`src/rtl/pulse_meas_pkg.sv`:
```
// Shared types and helpers for the pulse-width measurement scheduler.
//   state_t : measurement FSM states (IDLE, MEAS)
//   chan_t  : pulse channel identifier (CH_A = 0, CH_B = 1)
//   DEF_CNT_W : default width of the measurement counter
//   sat_inc : saturating increment used by the measurement counter
package pulse_meas_pkg;

    typedef enum logic {
        IDLE = 1'b0,
        MEAS = 1'b1
    } state_t;

    typedef enum logic {
        CH_A = 1'b0,
        CH_B = 1'b1
    } chan_t;

    localparam int DEF_CNT_W = 5;

    // Increment that sticks at max; callers narrow the result to their width.
    function automatic logic [31:0] sat_inc(input logic [31:0] value,
                                            input logic [31:0] max);
        if (value >= max) begin
            return max;
        end else begin
            return value + 32'd1;
        end
    endfunction

endpackage

```
`src/rtl/pulse_sync_edge.sv`:
```
// Multi-flop synchroniser plus rising-edge detector for one async pulse input.
// Ports:
//   clk  : system clock
//   rst  : asynchronous active-high reset (clears all flops)
//   din  : asynchronous pulse input
//   s    : synchronised level (last synchroniser stage)
//   rise : one-cycle strobe when s goes 0 -> 1
module pulse_sync_edge #(
    parameter int SYNC_STAGES = 2
) (
    input  logic clk,
    input  logic rst,
    input  logic din,
    output logic s,
    output logic rise
);

    logic [SYNC_STAGES-1:0] sync;
    logic                   prev;

    // Shift the raw input through the synchroniser and keep one delayed copy for edge detection.
    always_ff @(posedge clk or posedge rst) begin
        if (rst) begin
            sync <= '0;
            prev <= 1'b0;
        end else begin
            sync <= {sync[SYNC_STAGES-2:0], din};
            prev <= sync[SYNC_STAGES-1];
        end
    end

    assign s    = sync[SYNC_STAGES-1];
    assign rise = s & ~prev;

endmodule

```
`src/rtl/pulse_meas_sched.sv`:
```
// Shares one pulse-width counter between two async pulse sources. Rising
// edges are arbitrated (round-robin on ties), the granted pulse's high time is
// counted in SYS_CLK cycles and published with its channel tag.
// Ports:
//   SYS_CLK   : system clock
//   A_RESET   : asynchronous active-high reset
//   PULSE_A/B : asynchronous pulse sources
//   ENABLE    : measurement enable; dropping it aborts a measurement
//   CLR_FLAGS : clears OVERFLOW / MISS_A / MISS_B (a same-cycle set wins)
//   OUT_REG   : last measured width, OUT_CH its channel (0=A, 1=B)
//   OUT_VALID : one-cycle strobe when OUT_REG/OUT_CH update
//   BUSY      : measurement in progress
//   OVERFLOW  : sticky, a measurement saturated
//   MISS_A/B  : sticky, a rising edge on that channel was not granted
module pulse_meas_sched
    import pulse_meas_pkg::*;
#(
    parameter int CNT_W       = DEF_CNT_W,
    parameter int SYNC_STAGES = 2
) (
    input  logic             SYS_CLK,
    input  logic             A_RESET,
    input  logic             PULSE_A,
    input  logic             PULSE_B,
    input  logic             ENABLE,
    input  logic             CLR_FLAGS,
    output logic [CNT_W-1:0] OUT_REG,
    output logic             OUT_CH,
    output logic             OUT_VALID,
    output logic             BUSY,
    output logic             OVERFLOW,
    output logic             MISS_A,
    output logic             MISS_B
);

    localparam logic [CNT_W-1:0] CNT_MAX = {CNT_W{1'b1}};
    localparam logic [CNT_W-1:0] CNT_ONE = {{(CNT_W-1){1'b0}}, 1'b1};

    logic s_a, rise_a, s_b, rise_b;

    state_t           state, state_n;
    chan_t            gnt, gnt_n;
    chan_t            rr, rr_n;
    logic [CNT_W-1:0] cnt, cnt_n;
    logic [CNT_W-1:0] out_reg_n;
    logic             out_ch_n, out_valid_n;
    logic             overflow_n, miss_a_n, miss_b_n;
    logic             s_g, rise_o;
    chan_t            other;

    pulse_sync_edge #(.SYNC_STAGES(SYNC_STAGES)) u_sync_a (
        .clk (SYS_CLK),
        .rst (A_RESET),
        .din (PULSE_A),
        .s   (s_a),
        .rise(rise_a)
    );

    pulse_sync_edge #(.SYNC_STAGES(SYNC_STAGES)) u_sync_b (
        .clk (SYS_CLK),
        .rst (A_RESET),
        .din (PULSE_B),
        .s   (s_b),
        .rise(rise_b)
    );

    // Level of the granted channel, rise of the other one, and who the other one is.
    always_comb begin
        s_g    = 1'b0;
        rise_o = 1'b0;
        other  = CH_B;
        if (gnt == CH_A) begin
            s_g    = s_a;
            rise_o = rise_b;
            other  = CH_B;
        end else begin
            s_g    = s_b;
            rise_o = rise_a;
            other  = CH_A;
        end
    end

    // Next-state, counter, result and sticky-flag logic.
    always_comb begin
        state_n     = state;
        gnt_n       = gnt;
        rr_n        = rr;
        cnt_n       = cnt;
        out_reg_n   = OUT_REG;
        out_ch_n    = OUT_CH;
        out_valid_n = 1'b0;
        overflow_n  = OVERFLOW;
        miss_a_n    = MISS_A;
        miss_b_n    = MISS_B;

        // Clear first so any set condition below takes priority.
        if (CLR_FLAGS) begin
            overflow_n = 1'b0;
            miss_a_n   = 1'b0;
            miss_b_n   = 1'b0;
        end else begin
            overflow_n = OVERFLOW;
        end

        case (state)
            IDLE: begin
                if (ENABLE && rise_a && rise_b) begin
                    // Tie: pointer's channel wins, pointer flips, loser is flagged.
                    gnt_n   = rr;
                    rr_n    = (rr == CH_A) ? CH_B : CH_A;
                    cnt_n   = CNT_ONE;
                    state_n = MEAS;
                    if (rr == CH_A) begin
                        miss_b_n = 1'b1;
                    end else begin
                        miss_a_n = 1'b1;
                    end
                end else if (ENABLE && rise_a) begin
                    gnt_n   = CH_A;
                    cnt_n   = CNT_ONE;
                    state_n = MEAS;
                end else if (ENABLE && rise_b) begin
                    gnt_n   = CH_B;
                    cnt_n   = CNT_ONE;
                    state_n = MEAS;
                end else begin
                    state_n = IDLE;
                end
            end
            MEAS: begin
                if (!ENABLE) begin
                    state_n = IDLE;
                end else if (s_g) begin
                    cnt_n = CNT_W'(sat_inc(32'(cnt), 32'(CNT_MAX)));
                    if (cnt == CNT_MAX) begin
                        overflow_n = 1'b1;
                    end else begin
                        overflow_n = overflow_n;
                    end
                    if (rise_o && (other == CH_A)) begin
                        miss_a_n = 1'b1;
                    end else if (rise_o) begin
                        miss_b_n = 1'b1;
                    end else begin
                        cnt_n = cnt_n;
                    end
                end else begin
                    // Granted pulse has fallen: publish, then hand over if the other side just rose.
                    out_reg_n   = cnt;
                    out_ch_n    = gnt;
                    out_valid_n = 1'b1;
                    if (rise_o) begin
                        gnt_n   = other;
                        cnt_n   = CNT_ONE;
                        state_n = MEAS;
                    end else begin
                        state_n = IDLE;
                    end
                end
            end
            default: begin
                state_n = IDLE;
            end
        endcase
    end

    // State, counter and registered outputs.
    always_ff @(posedge SYS_CLK or posedge A_RESET) begin
        if (A_RESET) begin
            state     <= IDLE;
            gnt       <= CH_A;
            rr        <= CH_A;
            cnt       <= '0;
            OUT_REG   <= '0;
            OUT_CH    <= 1'b0;
            OUT_VALID <= 1'b0;
            BUSY      <= 1'b0;
            OVERFLOW  <= 1'b0;
            MISS_A    <= 1'b0;
            MISS_B    <= 1'b0;
        end else begin
            state     <= state_n;
            gnt       <= gnt_n;
            rr        <= rr_n;
            cnt       <= cnt_n;
            OUT_REG   <= out_reg_n;
            OUT_CH    <= out_ch_n;
            OUT_VALID <= out_valid_n;
            BUSY      <= (state_n == MEAS);
            OVERFLOW  <= overflow_n;
            MISS_A    <= miss_a_n;
            MISS_B    <= miss_b_n;
        end
    end

endmodule

```
`config.mk`:
```
export PLATFORM = sky130hd
export DESIGN_NAME = pulse_meas_sched
export DESIGN_NICKNAME = d
export VERILOG_FILES = /design/src/rtl/pulse_meas_pkg.sv /design/src/rtl/pulse_sync_edge.sv /design/src/rtl/pulse_meas_sched.sv
export SDC_FILE = /design/constraint.sdc
export NUM_CORES = 1
export LEC_CHECK = 0
export CORE_MARGIN = 1
export CORE_UTILIZATION = 30
export CTS_CLUSTER_DIAMETER = 60
export DETAILED_ROUTE_END_ITERATION = 16
export HOLD_SLACK_MARGIN = 0.02
export REMOVE_ABC_BUFFERS = 1
export SLEW_MARGIN = 0
export SYNTH_ARGS = -nofsm -noshare
export SYNTH_HDL_FRONTEND = slang
export SYNTH_SLANG_ARGS = --single-unit
```
`constraint.sdc`:
```
create_clock -name SYS_CLK -period 3 [get_ports SYS_CLK]
set_input_delay 0.9 -clock SYS_CLK [delete_from_list [all_inputs] [get_ports SYS_CLK]]
set_output_delay 0.9 -clock SYS_CLK [all_outputs]
set_load 0.005 [all_outputs]
```
# [Word level (Yosys, flattened, before mapping)]
# Cells that the tools add are included.
[word_totals] register_bits=24 inputBits=6 output_inout_bits=11 elab_cells=85
[op_classes] add_sub_neg=1 n_lt_le_gt_ge=1 n_eq_ne=6 n_mux=49 n_bitwise=6 reduce_logical=8
[ops] op="1-bit 2-to-1 mux" count=37
[ops] op="5-bit 2-to-1 mux" count=7
[ops] op="5-bit one-hot mux with 2 select lines" count=1
[ops] op="1-bit one-hot mux with 2 select lines" count=4
[ops] op="3-bit AND reduction" count=2
[ops] op="5-bit by 1-bit adder with 5-bit output (second input constant)" count=1
[ops] op="5-bit == test (second input constant)" count=1
[ops] op="5-bit greater-or-equal comparator (second input constant)" count=1
[ops] op="1-bit logical AND" count=4
[ops] op="2-bit inequality test (second input constant)" count=2
[ops] op="4-bit inequality test (second input constant)" count=1
[ops] op="1-bit inverter" count=4
[ops] op="4-bit AND reduction" count=1
[ops] op="3-bit by 1-bit inequality test with 1-bit output (second input constant)" count=1
[ops] op="1-bit bitwise AND" count=2
[ops] op="2-bit by 1-bit inequality test with 1-bit output (second input constant)" count=1
[ops] op="2-bit AND reduction" count=1

# [Longest topological paths before layout]
# Gate-level depths: netlist (run 1).
[logic_depth] ltp_word=8 mapped_depth=6 ltp_nobuf=6

# [Modules after synthesis]
# A second synthesis (run 1) with hierarchy kept.
[unflattened] hier_cells=88 area_unflattened_um2=1047.3
[by_module_without_submodules] module="pulse_meas_sched" instances=1 cells_each=78 area_each_um2=862.1 seq_area_each_um2=450.4
[by_module_without_submodules] module="pulse_sync_edge" instances=2 cells_each=5 area_each_um2=92.6 seq_area_each_um2=75.1

# [Least setup slack after synthesis (run 1)]
# OpenSTA, ideal clock, no wires.
[synth_path] path_kind="input to register" start="input port ENABLE" end="register cnt[0]" setup_ns=0.125 t_arrival_ns=1.541 required_time_ns=2.875 slack_ns=1.334 stages=4 path_buffers=0 path_cell_list="nand2_1 and2b_1 nand2_1 mux2_4"
[synth_between] elab_chain_cells=4 elab_cells_between_ends=9 classes_between="2 x eq/ne; 3 x mux; 4 x reduce/logical"
[synth_rtl] element="start: declaration" line="pulse_meas_sched.sv:25" rtl="input logic ENABLE,"
[synth_rtl] element="1-bit logical AND" line="pulse_meas_sched.sv:107, pulse_meas_sched.sv:118"
[synth_rtl] element="5-bit 2-to-1 mux / 1-bit logical AND (equally long branches)" line="pulse_meas_sched.sv:118, pulse_meas_sched.sv:107"
[synth_rtl] element="5-bit 2-to-1 mux / 4-bit inequality test (equally long branches)"
[synth_rtl] element="5-bit one-hot mux with 2 select lines / 3-bit AND reduction (equally long branches)"
[synth_rtl] element="end signal: assignment" line="pulse_meas_sched.sv:185" rtl="cnt <= cnt_n;"
[synth_rtl] element="end: declaration" line="pulse_meas_sched.sv:44" rtl="logic [CNT_W-1:0] cnt, cnt_n;"
# Several ways; a longest one is shown, not always the timed one.
# A chain may end at the register's enable or synchronous reset.

==> qor.csv, run 1 <==
metric,value,unit
"Seq/Total Area, Yosys",58.7,%
clk slew on worst S/H paths,130,ps
Die Wd,60.4,µm
CTS Buffer Depth,2,
GP Congestion,0.844,
Slew @ Worst Pin,356,ps
Core Rows,20,
P&R area growth vs syn,25.3,%
Post-synth EDFFs,0,
# fillers,322,
"Critical Path, Cell by Cell",clkdlybuf4s50_1,
drt via density,4.74,
root buffer cell,clkbuf_4,
Post-DRT Antenna Nets,0,
core area,3150,µm²
"Clk Latency, worst-skew pair",310,ps
Total Nets Final,110,
clock sinks,24,
Worst path max stage delay,540,ps
Leak Pwr,0.550,nW
Post-CTS Setup Inserts,0,
Hold WC Path Type,flip-flop to flip-flop,
Yosys cell types,32,
wire per inst,12.8,µm
CP endpoint kind,primary output,
vias in the first global route,699,
via count,687,
I/O pin total,17,
type of origin of the critical path,flip-flop,
final count of hold timing violations,0,
sequential share of power,53.3,%
Worst Skew,3.23,ps
DRC viols,0,
# diodes,0,
net load switching power,233,µW
post-place setup slack,674,ps
CP arrival,1320,ps
Power Dens Cells,654,nW/µm²
Gate power share,26.2,%
"Gates resized, CTS repair",0,
Finished Layout Cells,145,
largest net degree at the start of global routing,25,
clock network power share,20.5,%
f_max,0.450,GHz
worst path bufs/invs,1,
Pwr Total,838,µW
synthesized cell area,1020,µm²
"Slew Viols, Final",0,
largest cells by area after synthesis,"dfrtp_1, mux2_2, mux2_4, nand2_1, ha_1",
unrepaired setup endpoints after global routing,false,
CP max stage cell,clkdlybuf4s50_1,
final setup fails,0,
htree depth,1,
hold_buf cts,0,
required time of the worst setup path,2100,ps
min Tclk post-route,2220,ps
layout cells sized above 1,19.8,%
Synth Register Bits,24,
CTS Buf Count,3,
grt total ovfl,0,
Placed Cells,141,
gr usage total,11.7,%
Net Sw Frac,27.8,%
setup ws final,778,ps
Die Area,3650,µm²
"CP delay by family, top",buffers and inverters,
Initial DRC Count,7,
drt total wl,1860,µm
Synth Flop Type,dfrtp_1,
initial antenna violation count,0,
buffers added on ports,16,
status,"finished, final reports clean",
CTS tree,built,
worst setup path class,flip-flop to primary output,
Die Y,60.4,µm
peak supply drop,273,µV
"area leader, netlist",dfrtp_1,
yosys warns,0,
Tcrit/Tclk final,74.1,%
Async SR Flop Fraction,100,%
first-pass GRT wire length,3080,µm
"critical path fanouts, max",7,
internal power consumption,605,µW
Post-Synthesis Cells,80,
Yosys top cell area share,58.7,%
number of max-cap violations,0,
Synth Area per Inst,12.8,µm²
hold slack,366,ps
Post-Route Setup TNS,0,ps
router iterations before antenna repair,3,
Starting Density,32.5,%
Worst slew margin,76.1,%
==> metal layers <==
metal  vias up  track usage [%]  part of all wire (%)
met5         -                0                     0
met2        13             17.1                    45
li1        337                -                     -
met4         0             6.17                  0.70
met3         2             2.13                   2.8
met1       335             16.5                    51
==> flip-flops by register name, indices dropped and copies added (netlist names) <==
name           cells
OUT_REG            5
cnt                5
u_sync_a.sync      2
u_sync_b.sync      2
MISS_A             1
MISS_B             1
OUT_CH             1
OUT_VALID          1
OVERFLOW           1
gnt                1
rr                 1
state              1
u_sync_a.prev      1
u_sync_b.prev      1
==> kinds of logic after synthesis <==
logic type	count (synthesis)	synth area share (%)
AO/OA/AOI/OAI	19	14.2
XOR/XNOR	1	0.856
adder cells (fa/ha/maj)	2	2.44
buffers and inverters	6	2.20
flip-flops	24	58.7
multiplexers	8	9.54
AND/OR/NAND/NOR	20	12.1
==> per-stage QoR <==
stage | cell area, µm² | util (%)
global route | 1280 | 40.7
floorplan | 1020 | -
detailed placement | 1250 | 39.5
global placement | 1250 | 39.5
CTS | 1280 | 40.7
finish | 1280 | 40.7
==> path summary, 6_finish.rpt <==
path,slack [ps],depth (start not counted),startpoint,end
worst max-delay path,780,1,state,BUSY
worst min-delay path,370,0,u_sync_b.sync[0],u_sync_b.sync[1]
worst max register to register,1150,6,cnt[0],cnt[0]
worst min register to register,370,0,u_sync_b.sync[0],u_sync_b.sync[1]
max in group asynchronous,1870,3,A_RESET,cnt[0]
min in group asynchronous,900,3,A_RESET,state
==> power by group through the flow <==
stage / registers [mW] / clock network, mW / logic, mW
final: 0.447 / 0.172 / 0.219
after floorplan: 0.443 / 0 / 0.116
after global placement: 0.454 / 0 / 0.218
after CTS: 0.448 / 0.179 / 0.222
after global routing: 0.456 / 0.192 / 0.240
after detailed placement: 0.454 / 0 / 0.218
==> synth_stat cells (2+ instances only) <==
master     instances
nand2b_1           2
mux2_2             6
inv_1              6
a2bb2oi_1          2
nand2_1            7
mux2_4             2
o21ai_1            2
o21ai_0            3
ha_1               2
dfrtp_1           24
and2b_1            2
a22o_1             2
==> worst register-to-register path, stage by stage (launching register included) <==
cell and delay, ps:
dfrtp_1 470, ha_1 260, and3_1 190, ha_1 220, a21oi_1 200, nand2_1 140, mux2_4 280
==> area by class of cell <==
cell class | instances | area (µm²) | area share [%]
sequential | 24 | 601 | 46.8
clock buffer | 4 | 36.3 | 2.83
inverter | 6 | 22.5 | 1.76
tap | 44 | 55.1 | 4.29
timing repair buffer | 17 | 168 | 13.1
multi-input combinational | 50 | 400 | 31.2
==> placed cells by master, fill, tap and decap left out, types with 2 or more instances in the layout <==
master           synthesis  final
nand2b_1                 2      2
nand2_1                  7      7
and2b_1                  2      2
mux2_2                   6      6
mux2_4                   2      2
inv_1                    6      6
clkbuf_4                 0      3
clkdlybuf4s50_1          0     16
dfrtp_1                 24     24
a2bb2oi_1                2      2
o21ai_0                  3      3
o21ai_1                  2      2
a22o_1                   2      2
ha_1                     2      2
Note: power is estimated with default switching activity, not from simulation.
==> run 2: changes to the inputs <==
- clock period: 3 -> 1.8 ns (I/O delays scaled with it)
==> run 2 against run 1 <==
Compared with the run above: power up 83%; final area is 6.2% higher; final cell count up 5.5%; die area stayed put; sequential share of layout area shrank 2.7 points; first-iteration DRC count is 14% higher; sequential power up 64%; critical path type unchanged; routed wire length increased by 0.64%; non-clock buffer count grew 8; global-route usage rose by 0.52 points; clock power increased by 120%.
==> qor.csv, run 2 (synthesized netlist as in run 1, its figures left out) <==
metric,value,unit,change
status,"finished, final reports clean",,
"Critical Path, Cell by Cell",clkdlybuf4s50_1,,
CTS Buf Count,3,,unchanged
largest net degree at the start of global routing,25,,unchanged
Detailed Place HPWL,1400,µm,
Die Area,3650,µm²,unchanged
Leak Pwr,0.604,nW,+9.9%
Total Nets Final,118,,+7.3%
Worst Skew,7.85,ps,+4.62 ps
grt total ovfl,0,,unchanged
Worst slew margin,76.5,%,+0.35 points
Die Wd,60.4,µm,unchanged
clk slew on worst S/H paths,140,ps,about the same
cells on worst reg2reg path,6,,unchanged
CTS Buffer Depth,2,,unchanged
fin util,43.2,%,+2.5 points
hold_buf cts,0,,unchanged
unrepaired setup endpoints after global routing,false,,
Core Rows,20,,unchanged
"Slew Viols, Final",0,,unchanged
wire per inst,12.2,µm,-4.6%
I/O pin total,17,,unchanged
via count,710,,+3.3%
initial antenna violation count,0,,unchanged
min Tclk post-route,1730,ps,
most frequent cells in the layout,"dfrtp_1, clkdlybuf4s50_1, buf_4",,
htree depth,1,,unchanged
Worst Setup SP,OUT_REG[4],,
type of origin of the critical path,flip-flop,,
CTS tree,built,,
"CP delay by family, top",buffers and inverters,,
Tcrit/Tclk final,96.3,%,
CP arrival,1190,ps,-130 ps
Slew @ Worst Pin,351,ps,-5.26 ps
router iterations before antenna repair,4,,+1
Post-DRT Antenna Nets,0,,unchanged
hold slack,365,ps,-0.896 ps
post-route cell area,1360,µm²,+6.2%
Die Y,60.4,µm,unchanged
Post-Route Setup TNS,0,ps,unchanged
GP Congestion,0.817,,-3.2%
required time of the worst setup path,1260,ps,-840 ps
clock sinks,24,,unchanged
buffers added on ports,16,,unchanged
DRC viols,0,,unchanged
"Clk Latency, worst-skew pair",310,ps,about the same
terminus of the critical flop-to-flop path,cnt[0],,
CP endpoint kind,primary output,,
r2r setup slk,100,ps,-1050 ps
CP Capture Point,OUT_REG[4],,
layout cells sized above 1,26.6,%,+6.8 points
Power Dens Cells,1120,nW/µm²,+72%
peak supply drop,472,µV,+73%
first-pass GRT wire length,3240,µm,+5.4%
root buffer cell,clkbuf_4,,
final setup fails,0,,unchanged
vias in the first global route,754,,+7.9%
top flop regs,"OUT_REG: 5 flops, cnt: 5 flops",,
"critical path fanouts, max",2,,-5
CP max stage cell,clkdlybuf4s50_1,,
f_max,0.577,GHz,
Hold WC Path Type,flip-flop to flip-flop,,
core area,3150,µm²,unchanged
number of max-cap violations,0,,unchanged
WP depth,1,,unchanged
Worst path max stage delay,500,ps,-40 ps
worst path bufs/invs,1,,unchanged
Starting Density,32.5,%,unchanged
# fillers,321,,-0.31%
Reg2Reg Launch Point,cnt[0],,
P&R area growth vs syn,33.1,%,
Initial DRC Count,8,,+1
worst setup path class,flip-flop to primary output,,
drt via density,4.64,,-2.1%
drt total wl,1870,µm,+0.64%
final count of hold timing violations,0,,unchanged
placed cell area,1300,µm²,+4.2%
# diodes,0,,unchanged
"most common cell after layout, fill and taps aside",dfrtp_1,,
gr usage total,12.2,%,+0.52 points
==> run 2: metal layers <==
metal	GRT usage, %	vias up	wire length [µm]
met5	0	-	0
met4	7.79	0	34
met3	2.35	4	72
met2	18.4	20	862
met1	16.1	338	904
li1	-	348	-
==> run 2: repair_timing <==
action	CTS	global route
endpoints found under the hold margin	0	0
setup endpoints to repair	1	1
gates resized for setup	1	1
pin swaps	0	0
buffers inserted	1	0
==> run 2: area by class of cell <==
class	instances	area, µm²	area share (%)
flip-flops and latches	24	602	44.2
multi-input cells	50	400	29.4
repair buffers	25	230	16.9
well taps	44	55.1	4.04
clock inverters	1	30.0	2.20
clock buffers	3	22.5	1.65
inverters	6	22.5	1.65
==> run 2: where the power goes <==
group / total (mW) / leakage [nW] / switching [mW] / internal (mW)
Clock: 0.387 / 0.0279 / 0.162 / 0.225
Sequential: 0.732 / 0.300 / 0.0838 / 0.648
Combinational: 0.412 / 0.277 / 0.152 / 0.260
Total: 1.53 / 0.604 / 0.398 / 1.13
==> run 2: worst min-delay path by stage <==
stage	from	end	slack (ps)	depth (start not counted)
after global routing	u_sync_b.sync[0]	u_sync_b.sync[1]	380	0
after CTS	u_sync_b.sync[0]	u_sync_b.sync[1]	370	0
after floorplan	u_sync_a.sync[0]	u_sync_a.sync[1]	330	0
after detailed placement	u_sync_b.sync[0]	u_sync_b.sync[1]	340	0
final	u_sync_b.sync[0]	u_sync_b.sync[1]	360	0
after global placement	u_sync_b.sync[0]	u_sync_b.sync[1]	330	0
==> run 2: through the flow <==
stage                     power (mW)  std cells  setup WS [ps]
after floorplan                0.932         80            188
after detailed placement        1.16        148           -102
after CTS                       1.56        153           34.8
after global routing            1.62        153           3.16
final                           1.53        153           66.3
after global placement          1.15        148          -62.5
==> run 3: changes to the inputs <==
- SLEW_MARGIN: 0 -> 30
==> results of run 3 <==
No change in the layout: final DEF, timing and power equal those of run 2.
